File: src/rtl/memory_access.sv
// ============================================================================
// Module   : memory_access
// Brief    : Pipeline memory stage. Issues byte-lane data-memory requests for
//            loads/stores and registers results for write-back. Optional
//            feature macro: MISALIGN_CHECK_EN (rejects misaligned LH/LHU/SH
//            and LW/SW).
// Revision : 1.0 - initial release
// ============================================================================
`default_nettype none

`ifndef OPCODE_WIDTH
`define OPCODE_WIDTH 7
`endif

module memory_access #(
  parameter AWIDTH      = 5,
  parameter DWIDTH      = 32,
  parameter FUNCT_WIDTH = 3,
  parameter PC_WIDTH    = 32
) (
  input  logic                     me_clk,
  input  logic                     me_rst,
  input  logic [`OPCODE_WIDTH-1:0] me_i_opcode,
  input  logic [FUNCT_WIDTH-1:0]   me_i_funct3,
  input  logic [DWIDTH-1:0]        me_i_alu_value,
  input  logic [DWIDTH-1:0]        me_i_data_rs2,
  input  logic [DWIDTH-1:0]        me_i_data_rd,
  input  logic [AWIDTH-1:0]        me_i_addr_rd,
  input  logic                     me_i_we_reg,
  input  logic [PC_WIDTH-1:0]      me_i_pc,
  input  logic                     me_i_ce,
  input  logic                     me_i_flush,
  input  logic                     me_i_stall,
  output logic                     me_o_stall,
  output logic                     me_o_ce,
  output logic                     me_o_we_reg,
  output logic [DWIDTH-1:0]        me_o_data_rd,
  output logic [AWIDTH-1:0]        me_o_addr_rd,
  output logic [`OPCODE_WIDTH-1:0] me_o_opcode,
  output logic [FUNCT_WIDTH-1:0]   me_o_funct3,
  output logic [PC_WIDTH-1:0]      me_o_pc,
  output logic                     me_o_req,
  output logic                     me_o_we,
  output logic [DWIDTH-1:0]        me_o_addr,
  output logic [DWIDTH-1:0]        me_o_wdata,
  output logic [3:0]               me_o_byte_en,
  input  logic                     me_i_ack,
  input  logic [DWIDTH-1:0]        me_i_rdata,
  output logic                     me_o_misaligned
);

  localparam logic [`OPCODE_WIDTH-1:0] c_LOAD_WORD  = `OPCODE_WIDTH'(7'b0000011);
  localparam logic [`OPCODE_WIDTH-1:0] c_STORE_WORD = `OPCODE_WIDTH'(7'b0100011);

  typedef enum logic [1:0] {
    S_IDLE = 2'd0,
    S_REQ  = 2'd1,
    S_DONE = 2'd2
  } state_t;

  state_t r_state, w_state_next;

  logic                     r_ce, r_we_reg, r_req, r_we, r_misaligned, r_flushed;
  logic [DWIDTH-1:0]        r_data_rd, r_addr, r_wdata;
  logic [AWIDTH-1:0]        r_addr_rd;
  logic [`OPCODE_WIDTH-1:0] r_opcode;
  logic [FUNCT_WIDTH-1:0]   r_funct3;
  logic [PC_WIDTH-1:0]      r_pc;
  logic [3:0]               r_byte_en;
  logic [1:0]               r_addr_lo;

  logic              w_accept, w_is_load, w_is_store, w_is_mem, w_misalign;
  logic [3:0]        w_byte_en;
  logic [DWIDTH-1:0] w_wdata, w_load_data;
  logic [7:0]        w_byte;
  logic [15:0]       w_half;
  logic              w_flush_eff;

  assign w_accept    = me_i_ce && !me_i_flush && !me_i_stall && (r_state == S_IDLE);
  assign w_is_load   = (me_i_opcode == c_LOAD_WORD);
  assign w_is_store  = (me_i_opcode == c_STORE_WORD);
  assign w_is_mem    = w_is_load || w_is_store;
  assign w_flush_eff = r_flushed || me_i_flush;

`ifdef MISALIGN_CHECK_EN
  assign w_misalign = w_is_mem &&
                      (((me_i_funct3[1:0] == 2'b01) && me_i_alu_value[0]) ||
                       ((me_i_funct3[1:0] == 2'b10) && (me_i_alu_value[1:0] != 2'b00)));
`else
  assign w_misalign = 1'b0;
`endif

  // Store lanes; loads always fetch the whole word and extract on return.
  always_comb begin
    w_byte_en = 4'b1111;
    w_wdata   = me_i_data_rs2;
    if (w_is_store) begin
      case (me_i_funct3[1:0])
        2'b00: begin
          w_byte_en = 4'b0001 << me_i_alu_value[1:0];
          w_wdata   = {4{me_i_data_rs2[7:0]}};
        end
        2'b01: begin
          w_byte_en = 4'b0011 << {me_i_alu_value[1], 1'b0};
          w_wdata   = {2{me_i_data_rs2[15:0]}};
        end
        default: begin
          w_byte_en = 4'b1111;
          w_wdata   = me_i_data_rs2;
        end
      endcase
    end
  end

  always_comb begin
    w_byte = me_i_rdata[7:0];
    case (r_addr_lo)
      2'd0:    w_byte = me_i_rdata[7:0];
      2'd1:    w_byte = me_i_rdata[15:8];
      2'd2:    w_byte = me_i_rdata[23:16];
      default: w_byte = me_i_rdata[31:24];
    endcase
    w_half = r_addr_lo[1] ? me_i_rdata[31:16] : me_i_rdata[15:0];
    case (r_funct3[2:0])
      3'b000:  w_load_data = {{(DWIDTH-8){w_byte[7]}}, w_byte};
      3'b001:  w_load_data = {{(DWIDTH-16){w_half[15]}}, w_half};
      3'b100:  w_load_data = {{(DWIDTH-8){1'b0}}, w_byte};
      3'b101:  w_load_data = {{(DWIDTH-16){1'b0}}, w_half};
      default: w_load_data = me_i_rdata;
    endcase
  end

  always_comb begin
    w_state_next = r_state;
    case (r_state)
      S_IDLE:  if (w_accept && w_is_mem && !w_misalign) w_state_next = S_REQ;
      S_REQ:   if (me_i_ack) w_state_next = S_DONE;
      S_DONE:  if (!me_i_stall) w_state_next = S_IDLE;
      default: w_state_next = S_IDLE;
    endcase
  end

  always_ff @(posedge me_clk or negedge me_rst) begin
    if (!me_rst) r_state <= S_IDLE;
    else         r_state <= w_state_next;
  end

  always_ff @(posedge me_clk or negedge me_rst) begin
    if (!me_rst) begin
      r_ce         <= 1'b0;
      r_we_reg     <= 1'b0;
      r_req        <= 1'b0;
      r_we         <= 1'b0;
      r_misaligned <= 1'b0;
      r_flushed    <= 1'b0;
      r_data_rd    <= '0;
      r_addr       <= '0;
      r_wdata      <= '0;
      r_addr_rd    <= '0;
      r_opcode     <= '0;
      r_funct3     <= '0;
      r_pc         <= '0;
      r_byte_en    <= '0;
      r_addr_lo    <= '0;
    end else begin
      case (r_state)
        S_IDLE: begin
          if (w_accept) begin
            r_opcode     <= me_i_opcode;
            r_funct3     <= me_i_funct3;
            r_pc         <= me_i_pc;
            r_addr_rd    <= me_i_addr_rd;
            r_data_rd    <= me_i_data_rd;
            r_addr_lo    <= me_i_alu_value[1:0];
            r_misaligned <= w_misalign;
            r_flushed    <= 1'b0;
            if (w_is_mem && !w_misalign) begin
              r_req     <= 1'b1;
              r_we      <= w_is_store;
              r_addr    <= {me_i_alu_value[DWIDTH-1:2], 2'b00};
              r_byte_en <= w_byte_en;
              r_wdata   <= w_wdata;
              r_ce      <= 1'b0;
              r_we_reg  <= 1'b0;
            end else begin
              r_ce     <= 1'b1;
              r_we_reg <= w_misalign ? 1'b0 : me_i_we_reg;
            end
          end else if (!me_i_stall) begin
            r_ce         <= 1'b0;
            r_we_reg     <= 1'b0;
            r_misaligned <= 1'b0;
          end
        end
        S_REQ: begin
          // Result is written at the ack edge: me_o_ce was cleared on accept,
          // so nothing downstream is holding a value from this stage yet.
          if (me_i_ack) begin
            r_req    <= 1'b0;
            r_we     <= 1'b0;
            r_ce     <= !w_flush_eff;
            r_we_reg <= (r_opcode == c_LOAD_WORD) && (r_addr_rd != '0) && !w_flush_eff;
            if (r_opcode == c_LOAD_WORD) r_data_rd <= w_load_data;
          end else if (me_i_flush) begin
            r_flushed <= 1'b1;
          end
        end
        S_DONE: begin
          if (!me_i_stall) begin
            r_ce     <= 1'b0;
            r_we_reg <= 1'b0;
          end
        end
        default: begin
          r_req <= 1'b0;
          r_we  <= 1'b0;
        end
      endcase
    end
  end

  assign me_o_stall      = (r_state != S_IDLE);
  assign me_o_ce         = r_ce;
  assign me_o_we_reg     = r_we_reg;
  assign me_o_data_rd    = r_data_rd;
  assign me_o_addr_rd    = r_addr_rd;
  assign me_o_opcode     = r_opcode;
  assign me_o_funct3     = r_funct3;
  assign me_o_pc         = r_pc;
  assign me_o_req        = r_req;
  assign me_o_we         = r_we;
  assign me_o_addr       = r_addr;
  assign me_o_wdata      = r_wdata;
  assign me_o_byte_en    = r_byte_en;
  assign me_o_misaligned = r_misaligned;

endmodule

`default_nettype wire

File: config.mk
export PLATFORM = sky130hd
export DESIGN_NAME = memory_access
export DESIGN_NICKNAME = d
export VERILOG_FILES = /design/src/rtl/memory_access.sv
export SDC_FILE = /design/constraint.sdc
export NUM_CORES = 1
export LEC_CHECK = 0
export BUFFER_PORTS_ARGS = -buffer_cell sky130_fd_sc_hd__buf_2
export CAP_MARGIN = 10
export CORE_ASPECT_RATIO = 0.5
export CORE_MARGIN = 10
export CORE_UTILIZATION = 40
export CTS_BUF_LIST = sky130_fd_sc_hd__clkbuf_16
export DETAILED_ROUTE_END_ITERATION = 8
export PLACE_DENSITY = 0.77
export RECOVER_POWER = 25
export SYNTH_ARGS = -nofsm -noshare
export SYNTH_HDL_FRONTEND = slang
export SYNTH_SLANG_ARGS = --single-unit
File: constraint.sdc
create_clock -name me_clk -period 2.1 [get_ports me_clk]
set_clock_uncertainty 0.15 [all_clocks]
set_input_delay 0.315 -clock me_clk [delete_from_list [all_inputs] [get_ports me_clk]]
set_output_delay 0.315 -clock me_clk [all_outputs]
set_load 0.02 [all_outputs]
==> Word level (Yosys, flattened, before mapping) <==
Cells that the tools add are included.
{ "totals": {"regBits": 155, "inputBits": 182, "output_inout_bits": 153, "elab_cells": 104} }
{ "op_classes": {"n_eq_ne": 20, "shift": 2, "mux": 38, "bitwise": 1, "reduce_logical": 27} }
{ "ops": {"columns": ["cell", "count"], "rows": [
  ["32-bit 2-to-1 mux", 4],
  ["32-bit case mux with 2 select lines", 2],
  ["32-bit case mux with 4 select lines", 1],
  ["8-bit case mux with 3 select lines", 1],
  ["1-bit 2-to-1 mux", 18],
  ["16-bit 2-to-1 mux", 1],
  ["7-bit by 2-bit equality test with 1-bit output, second input constant", 2],
  ["2-bit != test, second input constant", 7],
  ["1-bit case mux with 3 select lines", 4],
  ["4-bit AND reduction", 3],
  ["4-bit case mux with 2 select lines", 1],
  ["7-bit by 6-bit equality test with 1-bit output, second input constant", 1],
  ["2-bit by 1-bit equality test with 1-bit output, second input constant", 3],
  ["3-bit equality test, second input constant", 2],
  ["1-bit logical AND", 6],
  ["2-bit zero test", 3],
  ["2-bit 2-to-1 mux", 3],
  ["2-bit case mux with 3 select lines", 1],
  ["2-bit AND reduction", 3],
  ["3-bit AND reduction", 2],
  ["5-bit nonzero test", 1],
  ["2-bit equality test, second input constant", 2],
  ["4-bit 2-to-1 mux", 1],
  ["2-bit by 1-bit != test with 1-bit output, second input constant", 2],
  ["other kinds (10)", 14]
]} }

==> Longest topological paths before layout <==
{ "depth": {"depth_word": 7, "ltp_mapped": 10, "ltp_nobuf": 6} }

==> Worst setup path before layout <==
No wires, ideal clock.
{ "synth_timing": {"path_type": "register to register", "startpoint": "reg r_state[0]", "endpoint": "reg r_addr[10] (netlist: me_o_addr[10])", "setup_ns": 0.128, "arrival_time_ns": 1.943, "setup_slack_ns": -0.120, "stages_incl_launch_ff": 10, "period_less_slack_ns": 2.220, "cell_sequence": "dfrtp_1 > inv_1 > ha_1 > buf_4 > and4bb_1 > buf_2 > nand3_1 > buf_2 > buf_2 > mux2_1"} }
{ "synth_via": {"elab_chain_cells": 3} }
{ "synth_rtl": {"columns": ["item", "line_no", "text"], "rows": [
  ["from (decl)", "61", "state_t r_state, w_state_next;"],
  ["from (signal assigned)", "145", "else r_state <= w_state_next;"],
  ["2-bit zero test *", "79, 166", null],
  ["1-bit logical AND", "79", "assign w_accept = me_i_ce && !me_i_flush && !me_i_stall && (r_state == S_IDLE);"],
  ["3-bit AND reduction (no source line) *", null, null],
  ["to (signal assigned)", "180", "r_addr <= {me_i_alu_value[DWIDTH-1:2], 2'b00};"],
  ["to (decl)", "64", "logic [DWIDTH-1:0] r_data_rd, r_addr, r_wdata;"]
]} }
Every way passes the cells marked *; elsewhere a longest branch is shown, timed or not.
A chain may end at the register's enable or synchronous reset.

==> Final worst setup path <==
{ "layout_timing": {"startpoint": "reg r_state[1]", "endpoint": "out me_o_stall"} }
{ "layout_via": {"elab_chain_cells": 1} }
{ "layout_rtl": {"columns": ["item", "line_no", "text"], "rows": [
  ["2-bit nonzero test", "222", "assign me_o_stall = (r_state != S_IDLE);"],
  ["to (decl)", "34", "output logic me_o_stall,"]
]} }
Every way passes these cells.

==> impl_metrics.csv <==
group,metric,value,unit
timing,drv_slew,0,
setup_path,timing.rr.end,"me_o_addr[16]$_DFFE_PN0P_",
outcome,status,"finished, final reports clean",
power_and_ir_drop,power,10.9,mW
setup_path,r2r_slack,0.05,ns
power_and_ir_drop,leakage,5.55,nW
drt,wl_per_cell,20.1,um
floorplanning,io_pins,335,
timing,max_freq,485,MHz
synth,synth.distinct_cells,56,
timing,fin_crit_sh,98.1,%
layout,num-nets-final,1284,
layout,layout.cells.non_filler,1361,
setup_path,crit_path_start_kind,"register",
grt,grt_use_total,20.6,%
grt,antenna_found_initial,7,
synth,yosys.area.top_type,"dfrtp_1",
floorplanning,initial_core_util,40.7,%
setup_path,cp.arrival,1.59,ns
synth,synth_edf_count,0,
synth,synth_common_cells,"154 x dfrtp_1, 86 x nand2_1, 61 x mux2_2",
placed_design,portBuffers,331,
drt,maxUsedRoutingLayer,"met4",
drt,dr.pass1.iters,5,
power_and_ir_drop,combPwrFrac,36.2,%
placed_design,dp.final_hpwl,19.9,mm
min_path,hold_path.class,"in2reg",
flow_run,maxCapViolCount,0,
power_and_ir_drop,p_per_area,997,mW/mm^2
synth,ys.flop_type,"dfrtp_1",
cts,cts_inserted_buffers,17,
floorplanning,num_rows,35,
synth,synth_area,0.00748,sq mm
cts,cts_sinks,154,
layout,n_fill_cell,1547,
power_and_ir_drop,pwr-share-clk,27.1,%
drt,wl_met3,1.36,mm
setup_path,end_kind,"output pin",
power_and_ir_drop,swShare,38.3,%
power_and_ir_drop,p_switching,4.20,mW
synth,ys_seq_area_share,51.5,%
synth,avgSynthCellArea,10.9,sq um
timing,slew_headroom,43.0,%
grt,grt_pass1_vias,7414,
layout,fin_util,59.7,%
floorplanning,die-area,0.0249,sq mm
setup_path,r2r_start,"r_state[1]$_DFFE_PN0P_",
synth,ys_top_cells_by_area,"dfrtp_1 52%, mux2_2 9.2%, mux2i_1 5.5%",
layout,syn2layout_area_growth,46.9,%
synth,synthCells,683,
placed_design,gp_congestion,0.875,
power_and_ir_drop,share_seq_of_total_power,36.7,%
grt,grt_max_degree,62,
floorplanning,die_x,213,um
drt,wl_met1,10.6,mm
drt,first_iter_violations,501,
synth,synth-seq-cells,154,
timing,min_period,2.06,ns
min_path,min_to,"me_o_data_rd[0]$_DFFE_PN0P_",
cts,cts_tree,"yes",
floorplanning,die_h,117,um
synth,yosysTopAreaCellShare,51.5,%
drt,dr_wl_met2,14.7,mm
timing,report.final.hold_viol_count,0,
drt,via_per_inst,5.17,
setup_path,worstPathMaxFanout,9,
drt,drt-total-wl,27.4,mm
setup_path,required,1.63,ns
layout,drive_gt1_share,43.3,%
cts,clock_latency,0.42,ns
timing,hold_slack,0.0142,ns
min_path,hold_depth,3,
floorplanning,core-area,0.0184,sq mm
grt,grt-ovfl-total,0,
drt,route.detailed.drc,0,
timing,worstMarginPinSlew,0.855,ns
placed_design,dpl_worst_slack,0.0770,ns
synth,yosysMostFrequentCell,"dfrtp_1",
power_and_ir_drop,vdd_drop_max,0.612,mV
grt,grt_first_pass_wirelength,40.5,mm
setup_path,worstRegToRegCells,6,
drt,vias,7041,
synth,ys_warn_count,0,
setup_path,worstSetupPathType,"reg2out",
timing,setup_ws,0.0401,ns
drt,postRouteAntennaNets,0,
power_and_ir_drop,power.internal,6.75,mW
cts,h-tree-depth,4,
cts,clk_pin_slew_worst_paths,0.07,ns
synth,async_flop_share,100,%
cts,cts_root_buffer,"clkbuf_16",
cts,clockBufferDepth,2,
min_path,hp-start,"me_i_data_rd[0]",
timing,setup_viol,0,
placed_design,dp_cells,1241,
## critical path, stage by stage, from the launching register on
cell     delay, ns
dfrtp_1       0.42
inv_1         0.10
ha_1          0.20
buf_4         0.20
inv_1         0.08
buf_2         0.17
## what timing repair did
item | CTS | global route
hold buffers | 73 | 0
endpoints found under the setup margin | 0 | 26
buffers inserted | 0 | 2
gates resized for setup | 0 | 10
hold endpoints to repair | 114 | 0
## final cells by class
cell class	instances	area, sq um	share of cell area (%)
Clock buffer	17	425	3.87
Clock inverter	15	134	1.22
Timing Repair Buffer	446	2830	25.8
Tap cell	240	300	2.73
Multi-Input combinational cell	469	3370	30.7
Sequential cell	154	3850	35.1
Antenna cell	10	25.0	0.228
Inverter	10	37.5	0.342
## power groups by stage
| stage | combinational [mW] | clock, mW | sequential, mW |
|---|---|---|---|
| floorplan | 1.56 | 0 | 4.77 |
| global placement | 3.74 | 0 | 4.02 |
| detailed placement | 3.82 | 0 | 4.05 |
| CTS | 3.93 | 3.02 | 4.00 |
| global route | 4.24 | 3.14 | 4.09 |
| finish | 3.97 | 2.96 | 4.02 |
## cells by family (layout without fill, tap and decap cells)
kind of cell	after synthesis	in the layout	share of synthesized area, %
compound gates	158	158	13.9
fa+ha+maj	4	4	0.669
buf+inv	62	488	3.85
flops	154	154	51.5
mux	127	127	18.4
other cells	1	13	0.0502
simple gates	177	177	11.6
## layer usage
layer / vias to the layer above / GRT usage, %
li1: 3275 / -
met1: 3441 / 24.0
met2: 270 / 36.6
met3: 55 / 3.62
met4: 0 / 10.0
met5: - / 0
## how the worst max path moves through the flow
| stage | startpoint | endpoint | slack, ns | depth (start not counted) |
|---|---|---|---|---|
| after detailed placement | r_state[0]$_DFFE_PN0P_ | me_o_wdata[5]$_DFFE_PN0P_ | 0.08 | 6 |
| after floorplan | r_state[0]$_DFFE_PN0P_ | me_o_addr[10]$_DFFE_PN0P_ | -0.01 | 9 |
| after CTS | me_i_opcode[0] | r_state[1]$_DFFE_PN0P_ | 0.008 | 7 |
| after global placement | me_i_opcode[3] | r_state[1]$_DFFE_PN0P_ | 0.12 | 6 |
| after global routing | r_state[1]$_DFFE_PN0P_ | me_o_stall | -0.02 | 5 |
| final | r_state[1]$_DFFE_PN0P_ | me_o_stall | 0.04 | 5 |
## per-stage QoR
stage	instance area [sq um]	TNS, ns
2_1_floorplan	7500	-0.245
3_3_place_gp	9580	0
3_5_place_dp	9580	0
4_1_cts	10900	0
5_1_grt	11000	-0.154
6_report	11000	0
## cell usage in the layout, fill, tap and decap left out, drive strengths merged, types with 24 or more instances in the layout
master	instances
dfrtp	154
nor2	35
o21ai	67
clkbuf	24
mux2i	41
mux2	86
buf	366
nand2	87
dlygate4sd3	73
(Power assumes the default switching activity.)
